[src/rtl/branch_ctrl.sv]
`default_nettype none
// ============================================================================
// Module   : branch_ctrl
// Purpose  : Execute-stage branch sequencer. It accepts a branch or jump from
//            decode and drives BrUn to the shared comparator. One cycle later
//            it samples BrEq/BrLT and resolves the branch as taken or not
//            taken (static not-taken fetch policy). A taken branch issues a
//            PC redirect and holds flush for FLUSH_CYCLES cycles. Saturating
//            counters track resolved and taken branches.
// Ports    : clk, rst_n           clock, synchronous active-low reset
//            br_valid/br_ready    decode handshake (ready only in IDLE)
//            br_funct3/br_is_jump branch kind (funct3 ignored for jumps)
//            br_target            resolved target address
//            stall                freezes capture and resolution
//            BrUn / BrEq / BrLT   comparator control and results
//            pc_sel/redirect_pc   fetch redirect (pulse / held target)
//            flush                kill younger instructions
//            resolve_valid/taken  resolution pulse and its outcome
//            illegal              pulse on reserved funct3 (010/011)
//            branch_cnt/taken_cnt saturating statistics
// Revision : 1.0  initial release
// ============================================================================
module branch_ctrl #(
  parameter int XLEN         = 32,
  parameter int FLUSH_CYCLES = 2,
  parameter int CNT_W        = 16
) (
  input  logic             clk,
  input  logic             rst_n,
  input  logic             br_valid,
  output logic             br_ready,
  input  logic [2:0]       br_funct3,
  input  logic             br_is_jump,
  input  logic [XLEN-1:0]  br_target,
  input  logic             stall,
  output logic             BrUn,
  input  logic             BrEq,
  input  logic             BrLT,
  output logic             pc_sel,
  output logic [XLEN-1:0]  redirect_pc,
  output logic             flush,
  output logic             resolve_valid,
  output logic             resolve_taken,
  output logic             illegal,
  output logic [CNT_W-1:0] branch_cnt,
  output logic [CNT_W-1:0] taken_cnt
);

  typedef enum logic [1:0] {
    S_IDLE    = 2'd0,
    S_RESOLVE = 2'd1,
    S_FLUSH   = 2'd2
  } state_t;

  localparam logic [3:0]       C_FLUSH_LOAD = 4'(FLUSH_CYCLES);
  localparam logic [CNT_W-1:0] C_CNT_MAX    = {CNT_W{1'b1}};
  localparam logic [CNT_W-1:0] C_CNT_ONE    = CNT_W'(1);

  state_t            r_state;
  state_t            w_state_nx;
  logic [2:0]        r_funct3;
  logic              r_is_jump;
  logic [XLEN-1:0]   r_target;
  logic [3:0]        r_flush_cnt;
  logic [3:0]        w_flush_cnt_nx;
  logic              r_brun;
  logic              r_pc_sel;
  logic [XLEN-1:0]   r_redirect_pc;
  logic              r_flush;
  logic              r_resolve_valid;
  logic              r_resolve_taken;
  logic              r_illegal;
  logic [CNT_W-1:0]  r_branch_cnt;
  logic [CNT_W-1:0]  r_taken_cnt;

  logic              w_capture;
  logic              w_resolve;
  logic              w_taken;
  logic              w_illegal;
  logic              w_flush_nx;
  logic              w_pc_sel_nx;

  // Outcome decode from the captured instruction and the live comparator.
  // Signed/unsigned pairs share one decode: BrUn already selected the
  // comparison flavour while in RESOLVE.
  always_comb begin
    w_taken   = 1'b0;
    w_illegal = 1'b0;
    if (r_is_jump) begin
      w_taken = 1'b1;
    end else begin
      case (r_funct3)
        3'b000:         w_taken = BrEq;
        3'b001:         w_taken = ~BrEq;
        3'b100, 3'b110: w_taken = BrLT;
        3'b101, 3'b111: w_taken = ~BrLT;
        default:        w_illegal = 1'b1;
      endcase
    end
  end

  // Next-state and next-output logic.
  always_comb begin
    w_state_nx     = r_state;
    w_flush_cnt_nx = r_flush_cnt;
    w_flush_nx     = r_flush;
    w_pc_sel_nx    = 1'b0;
    w_capture      = 1'b0;
    w_resolve      = 1'b0;
    case (r_state)
      S_IDLE: begin
        if (br_valid && !stall) begin
          w_capture  = 1'b1;
          w_state_nx = S_RESOLVE;
        end
      end
      S_RESOLVE: begin
        if (!stall) begin
          w_resolve = 1'b1;
          if (w_taken) begin
            w_state_nx     = S_FLUSH;
            w_flush_cnt_nx = C_FLUSH_LOAD;
            w_flush_nx     = 1'b1;
            w_pc_sel_nx    = 1'b1;
          end else begin
            w_state_nx = S_IDLE;
          end
        end
      end
      S_FLUSH: begin
        // Flush runs down unconditionally; a stall cannot extend it.
        if (r_flush_cnt <= 4'd1) begin
          w_state_nx     = S_IDLE;
          w_flush_cnt_nx = 4'd0;
          w_flush_nx     = 1'b0;
        end else begin
          w_flush_cnt_nx = r_flush_cnt - 4'd1;
        end
      end
      default: begin
        w_state_nx     = S_IDLE;
        w_flush_cnt_nx = 4'd0;
        w_flush_nx     = 1'b0;
      end
    endcase
  end

  always_ff @(posedge clk) begin
    if (!rst_n) begin
      r_state         <= S_IDLE;
      r_funct3        <= 3'd0;
      r_is_jump       <= 1'b0;
      r_target        <= '0;
      r_flush_cnt     <= 4'd0;
      r_brun          <= 1'b0;
      r_pc_sel        <= 1'b0;
      r_redirect_pc   <= '0;
      r_flush         <= 1'b0;
      r_resolve_valid <= 1'b0;
      r_resolve_taken <= 1'b0;
      r_illegal       <= 1'b0;
      r_branch_cnt    <= '0;
      r_taken_cnt     <= '0;
    end else begin
      r_state         <= w_state_nx;
      r_flush_cnt     <= w_flush_cnt_nx;
      r_flush         <= w_flush_nx;
      r_pc_sel        <= w_pc_sel_nx;
      r_resolve_valid <= w_resolve;
      r_resolve_taken <= w_resolve & w_taken;
      r_illegal       <= w_resolve & w_illegal;
      if (w_capture) begin
        r_funct3  <= br_funct3;
        r_is_jump <= br_is_jump;
        r_target  <= br_target;
        // Registered at capture so the comparator sees it for all of RESOLVE.
        r_brun    <= br_funct3[1] & ~br_is_jump;
      end
      if (w_resolve && w_taken) begin
        r_redirect_pc <= r_target;
      end
      if (w_resolve) begin
        if (r_branch_cnt != C_CNT_MAX) begin
          r_branch_cnt <= r_branch_cnt + C_CNT_ONE;
        end
        if (w_taken && (r_taken_cnt != C_CNT_MAX)) begin
          r_taken_cnt <= r_taken_cnt + C_CNT_ONE;
        end
      end
    end
  end

  assign br_ready      = (r_state == S_IDLE);
  assign BrUn          = r_brun;
  assign pc_sel        = r_pc_sel;
  assign redirect_pc   = r_redirect_pc;
  assign flush         = r_flush;
  assign resolve_valid = r_resolve_valid;
  assign resolve_taken = r_resolve_taken;
  assign illegal       = r_illegal;
  assign branch_cnt    = r_branch_cnt;
  assign taken_cnt     = r_taken_cnt;

endmodule
`default_nettype wire

[config.mk]
export PLATFORM = sky130hd
export DESIGN_NAME = branch_ctrl
export DESIGN_NICKNAME = d
export VERILOG_FILES = /design/src/rtl/branch_ctrl.sv
export SDC_FILE = /design/constraint.sdc
export NUM_CORES = 1
export LEC_CHECK = 0
export ABC_AREA = 1
export ABC_CLOCK_PERIOD_IN_PS = 1400
export CORE_UTILIZATION = 45
export CTS_CLUSTER_SIZE = 16
export DETAILED_ROUTE_END_ITERATION = 6
export PLACE_DENSITY = 0.76
export SYNTH_ARGS = -nofsm -noshare
export SYNTH_HDL_FRONTEND = slang
export SYNTH_SLANG_ARGS = --single-unit
[constraint.sdc]
create_clock -name clk -period 1.4 [get_ports clk]
set_input_delay 0.28 -clock clk [delete_from_list [all_inputs] [get_ports clk]]
set_output_delay 0.28 -clock clk [all_outputs]
set_load 0.01 [all_outputs]
==> results of run 1 <==
[power by group through the flow]
stage	Combinational [mW]	Clock [mW]	Sequential (mW)
2_1_floorplan	0.374	0	3.41
3_3_place_gp	0.728	0	3.41
3_5_place_dp	0.747	0	3.42
4_1_cts	0.815	2.20	3.33
5_1_grt	1.31	2.39	3.37
6_report	1.25	2.25	3.36
[registers in the layout (all words and copies together), names as in the netlist]
name and flops:
resolve_valid 1, r_state 2, resolve_taken 1, flush 1
r_flush_cnt 4, BrUn 1, r_is_jump 1, taken_cnt 16
r_funct3 3, redirect_pc 32, branch_cnt 16, pc_sel 1
r_target 32, illegal 1
[critical path, delay by kind of cell (launching register included)]
| kind | cells | cell delay, ns |
|---|---|---|
| flops | 1 | 0.37 |
| compound gates | 1 | 0.31 |
| simple gates | 2 | 0.15 |
| buf+inv | 6 | 0.61 |
| fa+ha+maj | 1 | 0.17 |
[layout by cell type, fill, tap and decap left out, types with 35 or more instances in the layout]
cell,instances
nand2_1,75
nand3_1,41
clkdlybuf4s50_1,41
nand2_4,43
nand2_2,35
buf_4,61
nor2_1,71
a21oi_2,56
dfxtp_1,70
dlygate4sd2_1,46
[cell usage after synthesis (all sizes together)]
master / instances
nand4: 10
clkbuf: 20
nand3: 60
xnor2: 8
a21oi: 73
clkinv: 1
buf: 11
xor2: 15
ha: 7
dfxtp: 112
nor2: 105
nand3b: 2
a2bb2oi: 1
inv: 48
nor3: 10
nand2: 154
o21ai: 42
[repair_timing]
item	in CTS	in global routing
setup buffers	19	19
pin swaps	36	79
gates resized for setup	200	309
setup endpoints to repair	177	121
cloned	2	13
[cell type report]
cell class	count	area, µm²
Fill cell	598	1860
Timing Repair Buffer	224	2230
Multi-Input combinational cell	487	3400
Inverter	49	224
Clock buffer	9	124
Tap cell	136	170
Clock inverter	7	103
Timing Repair inverter	3	22.5
Sequential cell	112	2320
[metal layers]
layer,global-route usage (%),vias up
met3,4.56,81
met2,42.6,352
li1,-,2629
met1,30.8,2749
met5,0,-
met4,9.20,0
[per-stage QoR]
stage          utilization (%)  setup TNS, ns  area [µm²]
6_report                  82.2         -15.80        8600
5_1_grt                   82.2         -21.37        8600
4_1_cts                   69.2          -2.65        7240
3_5_place_dp              64.3         -33.95        6720
3_3_place_gp              64.3         -29.20        6720
2_1_floorplan                -          -2.26        5020
[worst max-delay path by stage]
stage / from / to / slack (ns) / depth (start not counted)
floorplan: taken_cnt[0] / taken_cnt[1] / -0.13 / 11
global placement: BrLT / redirect_pc[0] / -0.31 / 8
detailed placement: BrLT / redirect_pc[30] / -0.42 / 8
CTS: taken_cnt[1] / taken_cnt[14] / -0.12 / 10
global route: r_state[1] / r_target[11] / -0.37 / 10
finish: r_state[1] / r_target[11] / -0.33 / 10
[logic make-up after synthesis]
| logic type | share of synthesized area, % |
|---|---|
| compound gates | 12.2 |
| xor+xnor | 4.09 |
| fa+ha+maj | 1.78 |
| buf+inv | 7.01 |
| flops | 45.5 |
| simple gates | 29.4 |
==> metrics.md, run 1 <==
| Metric | Value |
|---|---|
| Final Slew Violations | `0` |
| Clk sinks | `112` |
| Min Tclk post-route | `1.73 ns` |
| Largest net degree at the start of global routing | `34` |
| Slew HR | `72.6%` |
| Die Wd | `107 µm` |
| Register area share after synthesis | `45.5%` |
| Final Setup Violations | `108` |
| Met2 WL | `9730 µm` |
| Setup slack, reg-to-reg | `-0.33 ns` |
| # rows | `37` |
| HP Start | `br_target[28]` |
| DIE AREA | `11400 µm²` |
| Final net count | `935` |
| Input/output buffers | `112` |
| P_sw | `2.09 mW` |
| Vias | `5811` |
| Worst-margin pin slew | `0.408 ns` |
| Final Wtd Congestion | `0.817` |
| Yosys top cell area share | `45.5%` |
| Mapped Cells | `679` |
| Leakage | `3.54 nW` |
| Logic pwr share | `18.2%` |
| Min Hold Slack | `0.473 ns` |
| DRT iter0 DRCs | `453` |
| Sequential power share | `49.0%` |
| FF-to-FF Start | `r_state[1]` |
| First-pass GRT wire length | `22900 µm` |
| Highest routed layer | `met4` |
| Antenna-violating nets left | `0` |
| Max cap viols | `0` |
| CTS tree | `done` |
| Placed cells | `962` |
| Critical Path Sink Type | `register` |
| R2R cell count | `10` |
| Sw Ratio | `30.5%` |
| Gr usage total | `24.8%` |
| Reg2reg end | `r_target[11]` |
| Netlist Area Pre-Place | `4930 µm²` |
| Area grow syn2layout | `74.6%` |
| HPWL after DPL | `9170 µm` |
| Endpoint, Worst Hold | `r_target[28]` |
| Failing checks | `negative setup slack` |
| Crit path arrival time | `1.99 ns` |
| Max FO, Critical Path | `7` |
| Core area | `10500 µm²` |
| Int Power | `4.77 mW` |
| DR WL/cell | `18.9 µm` |
| Reg clk slew, reported paths | `0.13 ns` |
| Status | `finished, violations left` |
| Mapped Avg Cell Area | `7.25 µm²` |
| Finished Layout Cells | `1027` |
| Io pins | `113` |
| Maximum vdd drop | `0.000593 V` |
| Final WS setup | `-0.327 ns` |
| Peak Freq | `0.579 GHz` |
| Die Ht | `107 µm` |
| Slowest stage delay, CP | `0.37 ns` |
| YS warnings | `0` |
| Post-Route M1 WL | `7240 µm` |
| Synth unique cells | `29` |
| # DRC | `0` |
| N_diodes | `0` |
| Vias in the first global route | `5019` |
| Type of origin of the critical path | `register` |
| Max Clock Skew | `0.0195 ns` |
| Antenna violations before repair | `0` |
| Setup WS pre-CTS | `-0.420 ns` |
| CTS buffer count | `9` |
| Worst Hold Class | `in -> reg` |
| Sequence of cells on the critical path | `inv_4 > buf_6 > ha_4 > inv_4 > nor2_4 > buf_4 > buf_6 > buf_12 > o21ai_0 > nor2_1` |
| Cell area power density | `798 nW/µm²` |
| CTS root buf | `clkbuf_8` |
| Initial Util | `47.1%` |
| Final hold violations | `0` |
| Congestion Overflow GR | `0` |
| Slowest-stage cell, CP | `dfxtp_2` |
| Critical Path RT | `1.66 ns` |
| Syn_nets | `728` |
| Yosys top cell by area | `dfxtp_1` |
| RSZ-0062 raised after global routing | `true` |
| # H-tree levels | `3` |
| Area contributors post-synth | `dfxtp_1 (46%), nand2_1 (12%), nor2_1 (7.6%)` |
| Overall power | `6.86 mW` |
| #FFs+latches synth | `112` |
| Setup CP Type | `reg -> reg` |
| Initial DRT Pass Iterations | `5` |
| Total wire length | `19400 µm` |
| Wire length on met3 | `1640 µm` |
| Clock power share | `32.8%` |
| Period utilisation layout | `123%` |
| Share of layout cells above drive strength 1 | `47.5%` |
| Worst Hold Path Cells | `3` |
| CTS Hold Bufs | `0` |
| Drt via density | `5.66` |
| Worst-Skew Late Latency | `0.38 ns` |
| CTS max path bufs | `2` |
No activity file was read; power rests on OpenSTA's default activity.
==> run 2: changes to the inputs <==
Settings changed: CORE_UTILIZATION 45 to 47, CTS_BUF_LIST set to sky130_fd_sc_hd__clkbuf_2, PLACE_DENSITY 0.76 to 0.79.
==> run 2 against run 1 <==
  * The flow finishes with violations (design-rule violations, negative setup slack)
  * Cell count up 5.9%
  * First-iteration DRC count up 26%
  * Clock power down 18%
  * Largest cell class unchanged
==> metrics.md, run 2 (synthesis results as in run 1) <==
| Metric | Value |
|---|---|
| Total wire length | `23700 µm` |
| # rows | `37` |
| Commonest non-fill, non-tap cells in the layout | `buf_6 (117), nand2_1 (97), buf_4 (97)` |
| CP delay by family, top | `buffers and inverters` |
| Vias | `6451` |
| Initial DRT Pass Iterations | `7` |
| Max Clock Skew | `0.0350 ns` |
| CTS max path bufs | `2` |
| Final net count | `994` |
| Final hold violations | `0` |
| Io pins | `113` |
| FF-to-FF Start | `r_state[1]` |
| Crit path arrival time | `2.38 ns` |
| CTS tree | `done` |
| Cell area power density | `712 nW/µm²` |
| Clk sinks | `112` |
| DIE AREA | `10900 µm²` |
| Reg2reg end | `r_target[30]` |
| Slowest-stage cell, CP | `dfxtp_2` |
| CTS root buf | `clkbuf_2` |
| Antenna-violating nets left | `0` |
| Worst-margin pin slew | `0.401 ns` |
| Setup slack, reg-to-reg | `-0.40 ns` |
| HPWL after DPL | `9200 µm` |
| Final Slew Violations | `0` |
| Reg clk slew, reported paths | `0.34 ns` |
| # H-tree levels | `3` |
| DRT iter0 DRCs | `572` |
| Final Wtd Congestion | `0.850` |
| Initial Util | `48.1%` |
| Maximum vdd drop | `0.00106 V` |
| Worst Hold Class | `in -> reg` |
| Type of origin of the critical path | `register` |
| Leakage | `3.68 nW` |
| CP endpoint | `r_target[30]` |
| RSZ-0062 raised after global routing | `true` |
| Die Wd | `104 µm` |
| Congestion Overflow GR | `0` |
| Final WS setup | `-0.396 ns` |
| Core area | `10200 µm²` |
| Sequence of cells on the critical path | `inv_2 > ha_4 > buf_6 > inv_4 > nor2_4 > buf_8 > buf_6 > o21ai_0 > nor2_1` |
| Setup CP Type | `reg -> reg` |
| Setup WS pre-CTS | `-0.345 ns` |
| # DRC | `3` |
| Final Setup Violations | `181` |
| Max cap viols | `0` |
| DR WL/cell | `21.7 µm` |
| Share of layout cells above drive strength 1 | `57.1%` |
| Largest net degree at the start of global routing | `34` |
| Most common cell after layout, fill and taps aside | `buf_6` |
| Die Ht | `104 µm` |
| Peak Freq | `0.557 GHz` |
| First-pass GRT wire length | `27400 µm` |
| Most used cell, CP | `buf_6` |
| Slowest stage delay, CP | `0.41 ns` |
| Max FO, Critical Path | `6` |
| Placed instance area | `6750 µm²` |
| Slew HR | `73.0%` |
| Vias in the first global route | `5808` |
| Design Area, Final | `9290 µm²` |
| Area grow syn2layout | `88.5%` |
| Worst-Skew Late Latency | `0.64 ns` |
| Critical Path Sink Type | `register` |
| Status | `finished, violations left` |
| Antenna violations before repair | `1` |
| R2R cell count | `9` |
| Input/output buffers | `112` |
| Min Hold Slack | `0.185 ns` |
| Period utilisation layout | `128%` |
| Failing checks | `design-rule violations, negative setup slack` |
| Fillers | `368` |
| CP Depth | `9` |
| Gr usage total | `31.3%` |
| Sequential Area | `2390 µm²` |
| CTS buffer count | `9` |
| Launch point of the critical path | `r_state[1]` |
| Min Tclk post-route | `1.80 ns` |
| Critical Path RT | `1.99 ns` |
| Multi-input gate area | `3320 µm²` |
| Critical path buffers and inverters | `5` |
| Drt via density | `5.93` |
[run 2: per-stage QoR]
| stage | TNS, ns | utilization, % | instances | total power, mW |
|---|---|---|---|---|
| CTS | -15.84 | 79.2 | 1050 | 6.06 |
| finish | -37.15 | 90.8 | 1088 | 6.61 |
| floorplan | -2.26 | - | 679 | 3.79 |
| global route | -41.74 | 90.8 | 1088 | 6.76 |
| detailed placement | -29.98 | 65.9 | 960 | 4.17 |
| global placement | -28.46 | 65.9 | 960 | 4.15 |
[run 2: power breakdown]
part	total [mW]	internal, mW	leakage [nW]	switching (mW)
logic	1.40	0.638	2.64	0.764
clock network	1.84	0.612	0.0846	1.23
registers	3.37	3.28	0.953	0.0936
[run 2: tightest hold or removal path, delay by kind of cell]
family	cells	cell delay, ns
and+or+nand+nor	1	0.10
AOI/OAI and AO/OA	1	0.06
buffers and inverters	1	0.41
[run 2: routing by layer]
| layer | part of all wire, % | GRT usage [%] | wire (µm) |
|---|---|---|---|
| met5 | 0 | 0 | 0 |
| met4 | 6.6 | 16.5 | 1570 |
| met3 | 8.4 | 4.95 | 2000 |
| met2 | 49 | 54.2 | 11700 |
| met1 | 36 | 37.1 | 8420 |
[run 2: worst min-delay path by stage]
stage                           endpoint  slack [ns]           start  cells after the start
after global placement    redirect_pc[1]        0.45  redirect_pc[1]                      2
after detailed placement  redirect_pc[7]        0.45  redirect_pc[7]                      2
after CTS                   r_target[26]        0.19   br_target[26]                      3
after floorplan              r_target[0]        0.41    br_target[0]                      2
after global routing         r_funct3[1]        0.15    br_funct3[1]                      3
final                        r_funct3[1]        0.19    br_funct3[1]                      3
[run 2: area by class of cell]
class / count / area share (%)
antenna: 2 / 0.0539
clock buffer: 10 / 0.539
clock inverter: 6 / 0.970
inverter: 49 / 2.33
multi-input combinational: 487 / 35.7
sequential: 112 / 25.7
tap: 136 / 1.83
timing repair buffer: 285 / 32.8
timing repair inverter: 1 / 0.0808
[run 2: repair_timing]
action | CTS | global route
endpoints found under the setup margin | 178 | 181
pin swaps | 40 | 67
cloned | 9 | 3
buffers inserted | 65 | 42
gates resized for setup | 531 | 254
hold buffers | 0 | 0
==> run 3: changes to the inputs <==
Settings changed: SLEW_MARGIN set to 20.
==> results of run 3 <==
Final layout, timing and power as in run 2 (identical DEF).
